## config.mk

```make
export PLATFORM = sky130hd
export DESIGN_NAME = tvm_linebuff_window_ctrl
export DESIGN_NICKNAME = d
export VERILOG_FILES = /design/src/rtl/tvm_linebuff_pkg.sv /design/src/rtl/tvm_mod_counter.sv /design/src/rtl/tvm_linebuff_window_ctrl.sv
export SDC_FILE = /design/constraint.sdc
export NUM_CORES = 1
export LEC_CHECK = 0
export BUFFER_PORTS_ARGS = -buffer_cell sky130_fd_sc_hd__buf_4
export CAP_MARGIN = 20
export CORE_MARGIN = 2
export CORE_UTILIZATION = 52
export DETAILED_ROUTE_END_ITERATION = 16
export GPL_ROUTABILITY_DRIVEN = 1
export PLACE_DENSITY_LB_ADDON = 0.15
export SYNTH_ARGS = -nofsm -noshare
export SYNTH_HDL_FRONTEND = slang
export SYNTH_SLANG_ARGS = --single-unit
```

## constraint.sdc

```tcl
create_clock -name clk -period 2.5 [get_ports clk]
set_clock_uncertainty 0.2 [all_clocks]
set_input_delay 0.5 -clock clk [delete_from_list [all_inputs] [get_ports clk]]
set_output_delay 0.5 -clock clk [all_outputs]
set_load 0.005 [all_outputs]
```

## src/rtl/tvm_linebuff_pkg.sv

```systemverilog
// Shared types and sizing helpers for the line-buffer window read sequencer.
package tvm_linebuff_pkg;

   typedef enum logic [2:0] {
      ST_IDLE,
      ST_TAPS,
      ST_SKIP,
      ST_DRAIN,
      ST_DONE
   } state_e;

   // Geometry of the default 8-pixel-wide, 3x3 configuration.
   localparam int DEF_W     = 8;
   localparam int DEF_K     = 3;
   localparam int KK        = DEF_K * DEF_K;
   localparam int RD_WINDOW = (DEF_K - 1) * DEF_W + DEF_K;
   localparam int SKIP_N    = DEF_K - 1;
   localparam int DRAIN_N   = RD_WINDOW - 1;

   function automatic int clog2(input int v);
      int r;
      r = 0;
      for (int i = 0; i < 31; i++) begin
         if ((1 << r) < v) r = r + 1;
      end
      return r;
   endfunction

   // Counter register width for a given modulus, never narrower than one bit.
   function automatic int cnt_width(input int m);
      return (m <= 2) ? 1 : clog2(m);
   endfunction

endpackage

```

## src/rtl/tvm_mod_counter.sv

```systemverilog
// Modulo-MOD up-counter with synchronous clear and a wrap pulse on the terminal increment.
module tvm_mod_counter #(
   parameter int MOD   = 4,
   parameter int WIDTH = 2
) (
   input  logic             clk,
   input  logic             rst,
   input  logic             clr_i,
   input  logic             en_i,
   output logic [WIDTH-1:0] cnt_o,
   output logic             wrap_o
);

   logic [WIDTH-1:0] cnt_q;
   logic [WIDTH-1:0] cnt_d;

   assign wrap_o = en_i && (cnt_q == WIDTH'(MOD - 1));
   assign cnt_o  = cnt_q;

   always_comb begin
      cnt_d = cnt_q;
      if (clr_i || wrap_o) begin
         cnt_d = '0;
      end else if (en_i) begin
         cnt_d = cnt_q + 1'b1;
      end
   end

   always_ff @(posedge clk or posedge rst) begin
      if (rst) begin
         cnt_q <= '0;
      end else begin
         cnt_q <= cnt_d;
      end
   end

endmodule

```

## src/rtl/tvm_linebuff_window_ctrl.sv

```systemverilog
// Line-buffer read sequencer: walks KxK taps per window, skips row-edge positions,
// drains the buffer at frame end and emits an annotated tap stream.
module tvm_linebuff_window_ctrl
   import tvm_linebuff_pkg::*;
#(
   parameter int IMAGE_WIDTH   = 8,
   parameter int IMAGE_HEIGHT  = 8,
   parameter int KERNEL_WIDTH  = 3,
   parameter int DATA_WIDTH    = 8,
   parameter int RD_ADDR_WIDTH = 5,
   parameter int COORD_WIDTH   = 4
) (
   input  logic                     clk,
   input  logic                     rst,
   input  logic                     start,
   output logic                     busy,
   output logic                     done,
   input  logic                     buf_read_valid,
   output logic                     buf_read_ready,
   output logic [RD_ADDR_WIDTH-1:0] buf_read_addr,
   output logic                     buf_read_advance,
   input  logic [DATA_WIDTH-1:0]    buf_read_data,
   output logic                     win_valid,
   output logic [DATA_WIDTH-1:0]    win_data,
   output logic                     win_first,
   output logic                     win_last,
   output logic [COORD_WIDTH-1:0]   win_x,
   output logic [COORD_WIDTH-1:0]   win_y
);

   localparam int W       = IMAGE_WIDTH;
   localparam int H       = IMAGE_HEIGHT;
   localparam int K       = KERNEL_WIDTH;
   localparam int NX      = W - K + 1;
   localparam int NY      = H - K + 1;
   localparam int L_SKIP  = K - 1;
   localparam int L_DRAIN = (K - 1) * W + K - 1;
   localparam int TW      = cnt_width(K);
   localparam int XW      = cnt_width(NX);
   localparam int YW      = cnt_width(NY);
   localparam int AUXW    = cnt_width(L_DRAIN);

   if (K < 2) begin : g_err_k
      $error("KERNEL_WIDTH must be at least 2");
   end
   if ((W < K) || (H < K)) begin : g_err_dim
      $error("IMAGE_WIDTH and IMAGE_HEIGHT must be at least KERNEL_WIDTH");
   end
   if (clog2((K - 1) * W + K) > RD_ADDR_WIDTH) begin : g_err_addr
      $error("RD_ADDR_WIDTH too narrow for the read window");
   end
   if (clog2((W > H) ? W : H) > COORD_WIDTH) begin : g_err_coord
      $error("COORD_WIDTH too narrow for the image size");
   end

   state_e state_q;
   state_e state_d;

   logic          active;
   logic          hs;
   logic          tap_hs;
   logic          start_acc;
   logic [TW-1:0] tap_c;
   logic [TW-1:0] tap_r;
   logic [XW-1:0] x_cnt;
   logic [YW-1:0] y_cnt;
   logic [AUXW-1:0] aux_cnt;
   logic          c_wrap;
   logic          r_wrap;
   logic          x_wrap;
   logic          y_wrap;
   logic          aux_wrap;
   logic          skip_done;
   logic          last_tap;

   assign active    = (state_q == ST_TAPS) || (state_q == ST_SKIP) || (state_q == ST_DRAIN);
   assign hs        = active && buf_read_valid;
   assign tap_hs    = hs && (state_q == ST_TAPS);
   assign start_acc = start && (state_q == ST_IDLE);
   assign last_tap  = (tap_r == TW'(K - 1)) && (tap_c == TW'(K - 1));
   assign skip_done = hs && (state_q == ST_SKIP) && (aux_cnt == AUXW'(L_SKIP - 1));

   // r_wrap marks the final tap of a window; the row counter advances at the
   // end of each row so x_wrap together with y_wrap flags the frame's last window.
   tvm_mod_counter #(.MOD(K), .WIDTH(TW)) u_tap_c (
      .clk(clk), .rst(rst), .clr_i(start_acc), .en_i(tap_hs), .cnt_o(tap_c), .wrap_o(c_wrap)
   );
   tvm_mod_counter #(.MOD(K), .WIDTH(TW)) u_tap_r (
      .clk(clk), .rst(rst), .clr_i(start_acc), .en_i(c_wrap), .cnt_o(tap_r), .wrap_o(r_wrap)
   );
   tvm_mod_counter #(.MOD(NX), .WIDTH(XW)) u_win_x (
      .clk(clk), .rst(rst), .clr_i(start_acc), .en_i(r_wrap), .cnt_o(x_cnt), .wrap_o(x_wrap)
   );
   tvm_mod_counter #(.MOD(NY), .WIDTH(YW)) u_win_y (
      .clk(clk), .rst(rst), .clr_i(start_acc), .en_i(x_wrap), .cnt_o(y_cnt), .wrap_o(y_wrap)
   );
   tvm_mod_counter #(.MOD(L_DRAIN), .WIDTH(AUXW)) u_aux (
      .clk(clk), .rst(rst), .clr_i(start_acc || skip_done),
      .en_i(hs && ((state_q == ST_SKIP) || (state_q == ST_DRAIN))),
      .cnt_o(aux_cnt), .wrap_o(aux_wrap)
   );

   always_comb begin
      state_d = state_q;
      case (state_q)
         ST_IDLE:  if (start) state_d = ST_TAPS;
         ST_TAPS: begin
            if (y_wrap) state_d = ST_DRAIN;
            else if (x_wrap) state_d = ST_SKIP;
         end
         ST_SKIP:  if (skip_done) state_d = ST_TAPS;
         ST_DRAIN: if (aux_wrap && (state_q == ST_DRAIN)) state_d = ST_DONE;
         ST_DONE:  state_d = ST_IDLE;
         default:  state_d = ST_IDLE;
      endcase
   end

   always_ff @(posedge clk or posedge rst) begin
      if (rst) begin
         state_q <= ST_IDLE;
      end else begin
         state_q <= state_d;
      end
   end

   assign buf_read_ready   = active;
   assign busy             = active;
   assign done             = (state_q == ST_DONE);
   assign buf_read_advance = (state_q == ST_TAPS) ? last_tap : active;
   assign buf_read_addr    = (state_q == ST_TAPS)
                           ? (RD_ADDR_WIDTH'(tap_r) * RD_ADDR_WIDTH'(W) + RD_ADDR_WIDTH'(tap_c))
                           : '0;
   assign win_data         = buf_read_data;

   always_ff @(posedge clk or posedge rst) begin
      if (rst) begin
         win_valid <= 1'b0;
         win_first <= 1'b0;
         win_last  <= 1'b0;
         win_x     <= '0;
         win_y     <= '0;
      end else begin
         win_valid <= tap_hs;
         if (tap_hs) begin
            win_first <= (tap_r == '0) && (tap_c == '0);
            win_last  <= last_tap;
            win_x     <= COORD_WIDTH'(x_cnt);
            win_y     <= COORD_WIDTH'(y_cnt);
         end
      end
   end

endmodule

```

==> impl_metrics.env, run 1 <==
export IMPL_status="complete, but fails checks"
export IMPL_required_ns=1.80
export IMPL_clock_sinks=27
export IMPL_die_w_um=58.8
export IMPL_start_util_pct=55.7
export IMPL_netlist_instances=168
export IMPL_wl_met3_um=124
export IMPL_fmax_mhz=447
export IMPL_cts_setup_buffers=0
export IMPL_grt_pass1_wl_um=5220
export IMPL_root_buffer="clkbuf_4"
export IMPL_die_h_um=58.8
export IMPL_syn_area_per_cell_um2=9.30
export IMPL_synth_yosys_warnings=0
export IMPL_hold_class="input pin to asynchronous set/reset pin"
export IMPL_grt_overflow=0
export IMPL_synth_top_area_share_pct=43.2
export IMPL_portBuffers=20
export IMPL_ir_drop_mv=0.390
export IMPL_start_kind="flip-flop"
export IMPL_place_hpwl_um=2140
export IMPL_cts_htree_levels=1
export IMPL_fin_tns_setup_ns=0
export IMPL_fill_cells=261
export IMPL_cts_resized=0
export IMPL_finalNetCount=202
export IMPL_clk_path_buf_depth=2
export IMPL_antenna_found_initial=0
export IMPL_path_class="flip-flop to output port"
export IMPL_grt_pass1_vias=1160
export IMPL_io_pins=40
export IMPL_rsz0062_at_grt="no"
export IMPL_synth_edf_count=0
export IMPL_synth_distinct_cells=39
export IMPL_hold_viol=0
export IMPL_synthArstFlopShare_pct=100
export IMPL_finalHoldWorstSlack_ns=0.00546
export IMPL_yosys_cell_count_top_type="nand2_1"
export IMPL_coreArea_um2=2810
export IMPL_drive_gt1_share_pct=19.0
export IMPL_max_cap_viol_count=0
export IMPL_worst_path_buf_inv=2
export IMPL_crit_chain="inv_1 > ha_1 > a31oi_1 > nor2_1 > buf_4"
export IMPL_arrival_ns=1.54
export IMPL_wl_um=2890
export IMPL_avgRoutedWirePerCell_um=13.7
export IMPL_fp_row_count=19
export IMPL_netlist_top_cells_count="nand2_1 (29), dfrtp_1 (27), buf_4 (12), nor2_1 (12)"
export IMPL_clock_latency_ns=0.33
export IMPL_synth_area_um2=1560
export IMPL_routed_via_density=5.57
export IMPL_leakagePower_nw=0.821
export IMPL_fin_crit_ns=2.24
export IMPL_critPathMaxStageDelay_ns=0.43
export IMPL_layout_area_seq_um2=676
export IMPL_post_route_period_util_pct=89.5
export IMPL_path_delay_family="flip-flops"
export IMPL_synth_area_leaders="dfrtp_1 (43%), ha_1 (8.0%), nand2_1 (7.0%)"
export IMPL_synth_largest_area_cell="dfrtp_1"
export IMPL_tritoncts="done"
export IMPL_endpoint_kind="output port"
export IMPL_cts_buffers=3
export IMPL_diodes=0
export IMPL_holdBufCountCts=0
export IMPL_multi_input_area_um2=711
export IMPL_detail_route_first_pass_iterations=10
export IMPL_met1_length_um=1310
export IMPL_cts_reportedPaths_clkPinSlew_ns=0.15
export IMPL_grtUsageTotal_pct=19.5
export IMPL_grt_max_degree=28
export IMPL_pwr_density_cell_nw_per_um2=612
export IMPL_crit_slowest_cell="dfrtp_1"
export IMPL_timing_final_max_slew_violations=0
export IMPL_dp_cells=206
export IMPL_cp_max_fo=7
export IMPL_met2_length_um=1410
export IMPL_via_count=1169
export IMPL_top_layer_used="met4"
export IMPL_final_cells=210
export IMPL_area_growth_pct=7.29
export IMPL_synth_seq_cells=27
export IMPL_synth_ff_type="dfrtp_1"
export IMPL_route_detailed_drc=3
export IMPL_ys_seq_area_share_pct=43.2
export IMPL_place_congestion=0.788
export IMPL_drt_iter0_markers=46
export IMPL_die_area_um2=3460
export IMPL_ant_nets=0
export IMPL_setup_viol=0
export IMPL_violations="DRC"
layout make-up:
| class | count | area share, % |
|---|---|---|
| Clock buffer | 3 | 1.34 |
| Tap cell | 31 | 2.31 |
| Sequential cell | 27 | 40.3 |
| Clock inverter | 1 | 0.448 |
| Timing Repair Buffer | 23 | 10.3 |
| Inverter | 11 | 2.91 |
| Multi-Input combinational cell | 114 | 42.4 |
state kept, by name, indices dropped and copies added (netlist names):
signal,count
win_x,3
u_tap_r.cnt_o,2
u_aux.cnt_o,5
win_last,1
state_q,3
u_win_x.cnt_o,3
win_first,1
u_win_y.cnt_o,3
win_valid,1
win_y,3
u_tap_c.cnt_o,2
worst paths after layout:
check                                 start               end  slack [ns]  cells after the start
max                        u_tap_c.cnt_o[0]  buf_read_advance        0.26                      5
min                                     rst          win_y[0]       0.005                      3
max reg2reg                u_tap_c.cnt_o[0]  u_win_y.cnt_o[1]        0.50                      6
min reg2reg                        win_x[2]          win_x[2]        0.30                      2
max in group asynchronous               rst  u_tap_r.cnt_o[1]        1.84                      3
min in group clk                   win_x[2]          win_x[2]        0.30                      2
kinds of logic after synthesis:
logic type               count (synthesis)  share of synthesized area [%]
XOR/XNOR                                 4                           2.24
multiplexers                             2                           1.36
adder cells (fa/ha/maj)                 10                           8.01
flip-flops                              27                           43.2
other                                    1                          0.240
AO/OA/AOI/OAI                           25                           10.0
buffers and inverters                   29                           11.8
AND/OR/NAND/NOR                         70                           23.1
where the power goes:
group          leakage, nW  internal (W)  total [W]  switching, W
Combinational        0.443      0.000142   0.000299      0.000157
Sequential           0.364      0.000490   0.000535     0.0000446
Clock               0.0139     0.0000612   0.000194      0.000132
worst register-to-register path, cell delays in order (launching register included):
cell and delay (ns):
dfrtp_1 0.43, inv_1 0.10, ha_1 0.32, nand4_1 0.18, nor2_1 0.37, mux2i_1 0.25, nor2_1 0.05
placed cells by master (no fill, tap or decap), types with 2 or more instances in the layout:
cell type	n
nand3b_1	2
o21ai_0	4
nand3_1	3
a31oi_1	4
ha_1	10
nor3_1	7
inv_1	10
a211oi_1	2
a21oi_1	10
conb_1	3
buf_4	23
clkbuf_4	3
or3_1	4
nand4_1	2
dfrtp_1	27
nor2_1	12
xnor2_1	3
nand2_1	29
per-stage QoR:
stage | util (%) | power [W] | worst slack, ns | cell area [um^2]
5_1_grt | 59.8 | 0.00112 | 0.0927 | 1680
3_3_place_gp | 58.7 | 0.000834 | 0.547 | 1650
4_1_cts | 59.8 | 0.00104 | 0.246 | 1680
2_1_floorplan | - | 0.000740 | 0.630 | 1570
3_5_place_dp | 58.7 | 0.000845 | 0.509 | 1650
6_report | 59.8 | 0.00103 | 0.264 | 1680
per-layer routing:
metal / vias to the layer above / track usage (%)
met5: - / 0
met4: 0 / 7.14
met3: 6 / 2.86
met2: 27 / 33.5
met1: 555 / 24.9
li1: 581 / -
Note: power is estimated with default switching activity, not from simulation.
==> run 2: changes to the inputs <==
Settings changed: ABC_AREA set to 1, CORE_ASPECT_RATIO set to 2, CORE_UTILIZATION 52 to 53, GPL_TIMING_DRIVEN set to 0.
==> run 2 against run 1 <==
  * The flow now finishes without violations
  * Wire length rose by 17%
  * Synthesized area grew 3.4%
  * Worst setup slack gained 0.099 ns
  * Sequential share of layout area is 5.5 points lower
  * First-iteration DRC count down 28%
  * Largest power group unchanged
  * Sequential power is 9.7% higher
  * Core utilization up 6.3 points
  * Clock-buffer cell count is 1 higher
  * Worst hold slack better by 0.058 ns
  * Die area up 2.1%
  * Flip-flop and latch count is the same
  * Global-route usage is 1.0 points higher
  * Highest routed layer unchanged
==> impl_metrics.env, run 2 <==
export IMPL_cp_max_fo=5
export IMPL_via_count=1329
export IMPL_avgRoutedWirePerCell_um=13.1
export IMPL_fin_crit_ns=2.14
export IMPL_start_util_pct=54.9
export IMPL_worst_slew_pin_transition_ns=0.549
export IMPL_largest_register_ff_count=5
export IMPL_max_cap_viol_count=0
export IMPL_pwr_density_cell_nw_per_um2=675
export IMPL_cts_setup_buffers=0
export IMPL_clock_latency_ns=0.28
export IMPL_grt_pass1_vias=1298
export IMPL_dpl_cell_area_um2=1870
export IMPL_synth_top_family_by_area="simple AND/OR/NAND/NOR gates"
export IMPL_synth_area_leaders="dfrtp_1 (42%), nand2_1 (11%), ha_1 (7.7%)"
export IMPL_yosys_cell_count_top_type="nand2_1"
export IMPL_leakagePower_nw=1.10
export IMPL_post_route_period_util_pct=85.5
export IMPL_hold_viol=0
export IMPL_die_area_um2=3530
export IMPL_synth_distinct_cells=26
export IMPL_slew_headroom_pct=63.4
export IMPL_clk_path_buf_depth=2
export IMPL_grtUsageTotal_pct=20.5
export IMPL_arrival_ns=1.44
export IMPL_syn_area_per_cell_um2=8.37
export IMPL_setup_viol=0
export IMPL_synth_fa_ha_area_share_pct=7.75
export IMPL_final_cell_area_um2=1940
export IMPL_grt_overflow=0
export IMPL_path_class="flip-flop to output port"
export IMPL_place_congestion=0.873
export IMPL_rrSetupSlack_ns=0.55
export IMPL_fill_cells=264
export IMPL_root_buffer="clkbuf_8"
export IMPL_wl_um=3370
export IMPL_synth_xor_area_share_pct=1.08
export IMPL_fmax_mhz=468
export IMPL_synthArstFlopShare_pct=100
export IMPL_clock_sinks=27
export IMPL_synth_largest_area_cell="dfrtp_1"
export IMPL_final_cell_mix="nand2_1 (48), buf_4 (41), dfrtp_1 (27)"
export IMPL_synth_compound_area_share_pct=5.96
export IMPL_fp_row_count=28
export IMPL_portBuffers=28
export IMPL_drive_gt1_share_pct=26.8
export IMPL_grt_max_degree=28
export IMPL_pre_cts_ws_ns=0.566
export IMPL_grt_pass1_wl_um=5510
export IMPL_endpoint_kind="output port"
export IMPL_synth_area_um2=1620
export IMPL_ir_drop_mv=0.394
export IMPL_io_pins=40
export IMPL_netlist_instances=193
export IMPL_synth_ff_type="dfrtp_1"
export IMPL_critPathMaxStageDelay_ns=0.37
export IMPL_cts_buffers=3
export IMPL_area_growth_pct=20.3
export IMPL_finalNetCount=251
export IMPL_crit_slowest_cell="dfrtp_1"
export IMPL_netlist_top_cells_count="nand2_1 (48), dfrtp_1 (27), inv_1 (21), nor2_1 (19)"
export IMPL_rsz0062_at_grt="no"
export IMPL_ant_nets=0
export IMPL_fin_ws_ns=0.362
export IMPL_required_ns=1.80
export IMPL_synthMuxAreaShare_pct=0
export IMPL_hold_class="input pin to asynchronous set/reset pin"
export IMPL_ys_seq_area_share_pct=41.8
export IMPL_cts_resized=0
export IMPL_drt_iter0_markers=33
export IMPL_die_h_um=82.1
export IMPL_die_w_um=43.0
export IMPL_start_kind="flip-flop"
export IMPL_synth_seq_cells=27
export IMPL_synth_yosys_warnings=0
export IMPL_cts_htree_levels=1
export IMPL_synth_edf_count=0
export IMPL_diodes=0
export IMPL_crit_chain="inv_1 > ha_1 > nand2_1 > o22ai_1 > buf_4"
export IMPL_place_hpwl_um=2660
export IMPL_detail_route_first_pass_iterations=4
export IMPL_p_total_w=0.00131
export IMPL_routed_via_density=5.15
export IMPL_antenna_found_initial=0
export IMPL_tritoncts="done"
export IMPL_route_detailed_drc=0
export IMPL_cts_reportedPaths_clkPinSlew_ns=0.09
export IMPL_fin_tns_setup_ns=0
export IMPL_timing_final_max_slew_violations=0
export IMPL_coreArea_um2=2940
export IMPL_yosys_area_share_simple_pct=30.0
export IMPL_final_common_cell="nand2_1"
export IMPL_synth_top_area_share_pct=41.8
export IMPL_status="completed"
export IMPL_holdBufCountCts=0
==> run 2: area by class of cell <==
cell class | instances | area, um^2 | area share, %
clock buffers | 4 | 45.0 | 2.32
well taps | 30 | 37.5 | 1.93
multi-input cells | 129 | 734 | 37.8
repair buffers | 29 | 238 | 12.2
plain buffers | 15 | 120 | 6.18
inverters | 24 | 92.6 | 4.76
flip-flops and latches | 27 | 676 | 34.8
==> run 2: worst max-delay path, delay by kind of cell, from the launching register on <==
family	cells	cell delay, ns
and+or+nand+nor	1	0.11
buffers and inverters	2	0.28
AOI/OAI and AO/OA	1	0.17
adders and majority gates	1	0.24
DFF	1	0.37
==> run 2: cells by family after synthesis <==
| kind of cell | count (synthesis) |
|---|---|
| compound gates | 15 |
| buf+inv | 39 |
| flops | 27 |
| xor+xnor | 2 |
| fa+ha+maj | 10 |
| other cells | 1 |
| simple gates | 99 |
==> run 2: routing by layer <==
metal	track usage, %	share of wire, %
met4	8.18	1.5
met2	40.6	59
met3	1.98	2.2
met1	21.2	37
met5	0	0
==> run 2: where the power goes <==
part | total (W) | switching [W] | internal, W
sequential | 0.000587 | 0.0000591 | 0.000528
clock | 0.000256 | 0.000142 | 0.000115
combinational | 0.000468 | 0.000248 | 0.000220
==> run 2: path summary, 6_finish.rpt <==
path,start,to,cells after the start
worst min-delay path,rst,u_tap_c.cnt_o[0],2
worst min register to register,win_x[1],win_x[1],2
min in group clk,win_x[1],win_x[1],2
max in group asynchronous,rst,u_aux.cnt_o[4],3
worst max register to register,u_tap_c.cnt_o[0],u_tap_r.cnt_o[1],9
worst max-delay path,u_tap_c.cnt_o[0],buf_read_advance,5
==> run 2: per-stage QoR <==
stage / util (%) / hold WS (ns) / cells
finish: 66.0 / 0.0631 / 258
CTS: 65.1 / 0.292 / 257
detailed placement: 63.6 / 0.269 / 253
global route: 66.0 / 0.105 / 258
global placement: 63.6 / 0.260 / 253
floorplan: - / 0.265 / 195
==> run 3: changes to the inputs <==
Settings changed: CORE_MARGIN 2 to unset, CORE_UTILIZATION 53 to 57, SLEW_MARGIN set to 30.
Clock period 2.5 ns to 2.7 ns, I/O delays scaled along.
==> run 3 against run 2 <==
  * Highest routed layer unchanged
  * Clock-buffer cell count stayed put
  * Clock power is 8.6% lower
  * First-iteration DRC count is 100% higher
==> impl_metrics.env, run 3 (same netlist as run 2, synthesis figures left out) <==
export IMPL_place_congestion=0.766
export IMPL_grt_max_degree=28
export IMPL_detail_route_first_pass_iterations=6
export IMPL_place_hpwl_um=2810
export IMPL_setup_viol=0
export IMPL_cts_setup_buffers=0
export IMPL_leakagePower_nw=1.09
export IMPL_die_w_um=39.6
export IMPL_clock_latency_ns=0.28
export IMPL_grt_use_met2_pct=49.0
export IMPL_pwr_density_cell_nw_per_um2=630
export IMPL_antenna_found_initial=0
export IMPL_grt_use_met3_pct=2.60
export IMPL_drive_gt1_share_pct=26.9
export IMPL_ant_nets=0
export IMPL_diodes=0
export IMPL_worst_slew_pin_transition_ns=0.565
export IMPL_route_detailed_drc=0
export IMPL_drt_iter0_markers=67
export IMPL_die_h_um=77.3
export IMPL_cts_reportedPaths_clkPinSlew_ns=0.09
export IMPL_arrival_ns=1.45
export IMPL_top_usage_layer="met2"
export IMPL_cts_resized=0
export IMPL_fmax_mhz=457
export IMPL_path_class="flip-flop to output port"
export IMPL_tritoncts="done"
export IMPL_final_common_cell="nand2_1"
export IMPL_final_cell_mix="nand2_1 (48), buf_4 (41), dfrtp_1 (27)"
export IMPL_clk_path_buf_depth=2
export IMPL_post_route_period_util_pct=81.0
export IMPL_grt_overflow=0
export IMPL_root_buffer="clkbuf_8"
export IMPL_fin_tns_setup_ns=0
export IMPL_finalNetCount=250
export IMPL_hold_viol=0
export IMPL_start_util_pct=59.0
export IMPL_fin_crit_ns=2.19
export IMPL_grt_pass1_vias=1327
export IMPL_max_cap_viol_count=0
export IMPL_status="completed"
export IMPL_die_area_um2=3060
export IMPL_grt_pass1_wl_um=5640
export IMPL_clock_sinks=27
export IMPL_timing_final_max_slew_violations=0
export IMPL_area_growth_pct=18.5
export IMPL_fill_cells=238
export IMPL_largest_register_ff_count=5
export IMPL_start_kind="flip-flop"
export IMPL_cts_buffers=3
export IMPL_wl_um=3510
export IMPL_hold_class="input pin to asynchronous set/reset pin"
export IMPL_avgRoutedWirePerCell_um=13.7
export IMPL_portBuffers=28
export IMPL_grtUsageTotal_pct=25.5
export IMPL_fp_row_count=27
export IMPL_slew_headroom_pct=62.3
export IMPL_finalHoldWorstSlack_ns=0.110
export IMPL_via_count=1354
export IMPL_coreArea_um2=2740
export IMPL_routed_via_density=5.29
export IMPL_cp_max_fo=5
export IMPL_rsz0062_at_grt="no"
export IMPL_cts_htree_levels=1
export IMPL_io_pins=40
export IMPL_endpoint_kind="output port"
export IMPL_grt_use_met1_pct=25.4
export IMPL_holdBufCountCts=0
export IMPL_required_ns=1.96
export IMPL_ir_drop_mv=0.532
run 3: report_power, final:
group	internal (W)	switching [W]
registers	0.000489	0.0000534
logic	0.000199	0.000231
clock network	0.000106	0.000128
run 3: final timing paths:
kind	to	cells past startpoint	slack, ns	start
min	state_q[2]	2	0.11	rst
max in group asynchronous	win_y[1]	2	1.81	rst
max	busy	5	0.51	state_q[0]
max reg2reg	state_q[0]	8	0.73	u_tap_c.cnt_o[0]
min in group clk	win_x[1]	2	0.29	win_x[1]
min reg2reg	win_x[1]	2	0.29	win_x[1]
run 3: final cells by class:
cell class / count / area [um^2] / share of cell area (%)
Buffer: 15 / 120 / 6.27
Clock buffer: 4 / 45.0 / 2.35
Inverter: 24 / 92.6 / 4.84
Multi-Input combinational cell: 129 / 734 / 38.4
Sequential cell: 27 / 676 / 35.3
Tap cell: 29 / 36.3 / 1.90
Timing Repair Buffer: 28 / 210 / 11.0
run 3: worst max-delay path: stages, from the launching register on:
cell and delay, ns:
dfrtp_1 0.46, nor2_1 0.24, nand2_1 0.13, nand3_1 0.13, buf_4 0.11, buf_4 0.09
run 3: routing by layer:
metal,share of wire [%],vias to the layer above
li1,-,665
met3,1.3,5
met2,62,13
met5,0,-
met4,1.3,0
met1,36,671
run 3: metrics by stage:
stage	total power [W]	area, um^2	instances	utilization [%]	setup WS, ns
floorplan	0.000806	1620	195	-	1.01
global placement	0.000950	1870	252	68.3	0.823
detailed placement	0.000982	1870	252	68.3	0.742
CTS	0.00121	1910	256	70.0	0.531
global route	0.00129	1910	256	70.0	0.389
finish	0.00121	1910	256	70.0	0.512
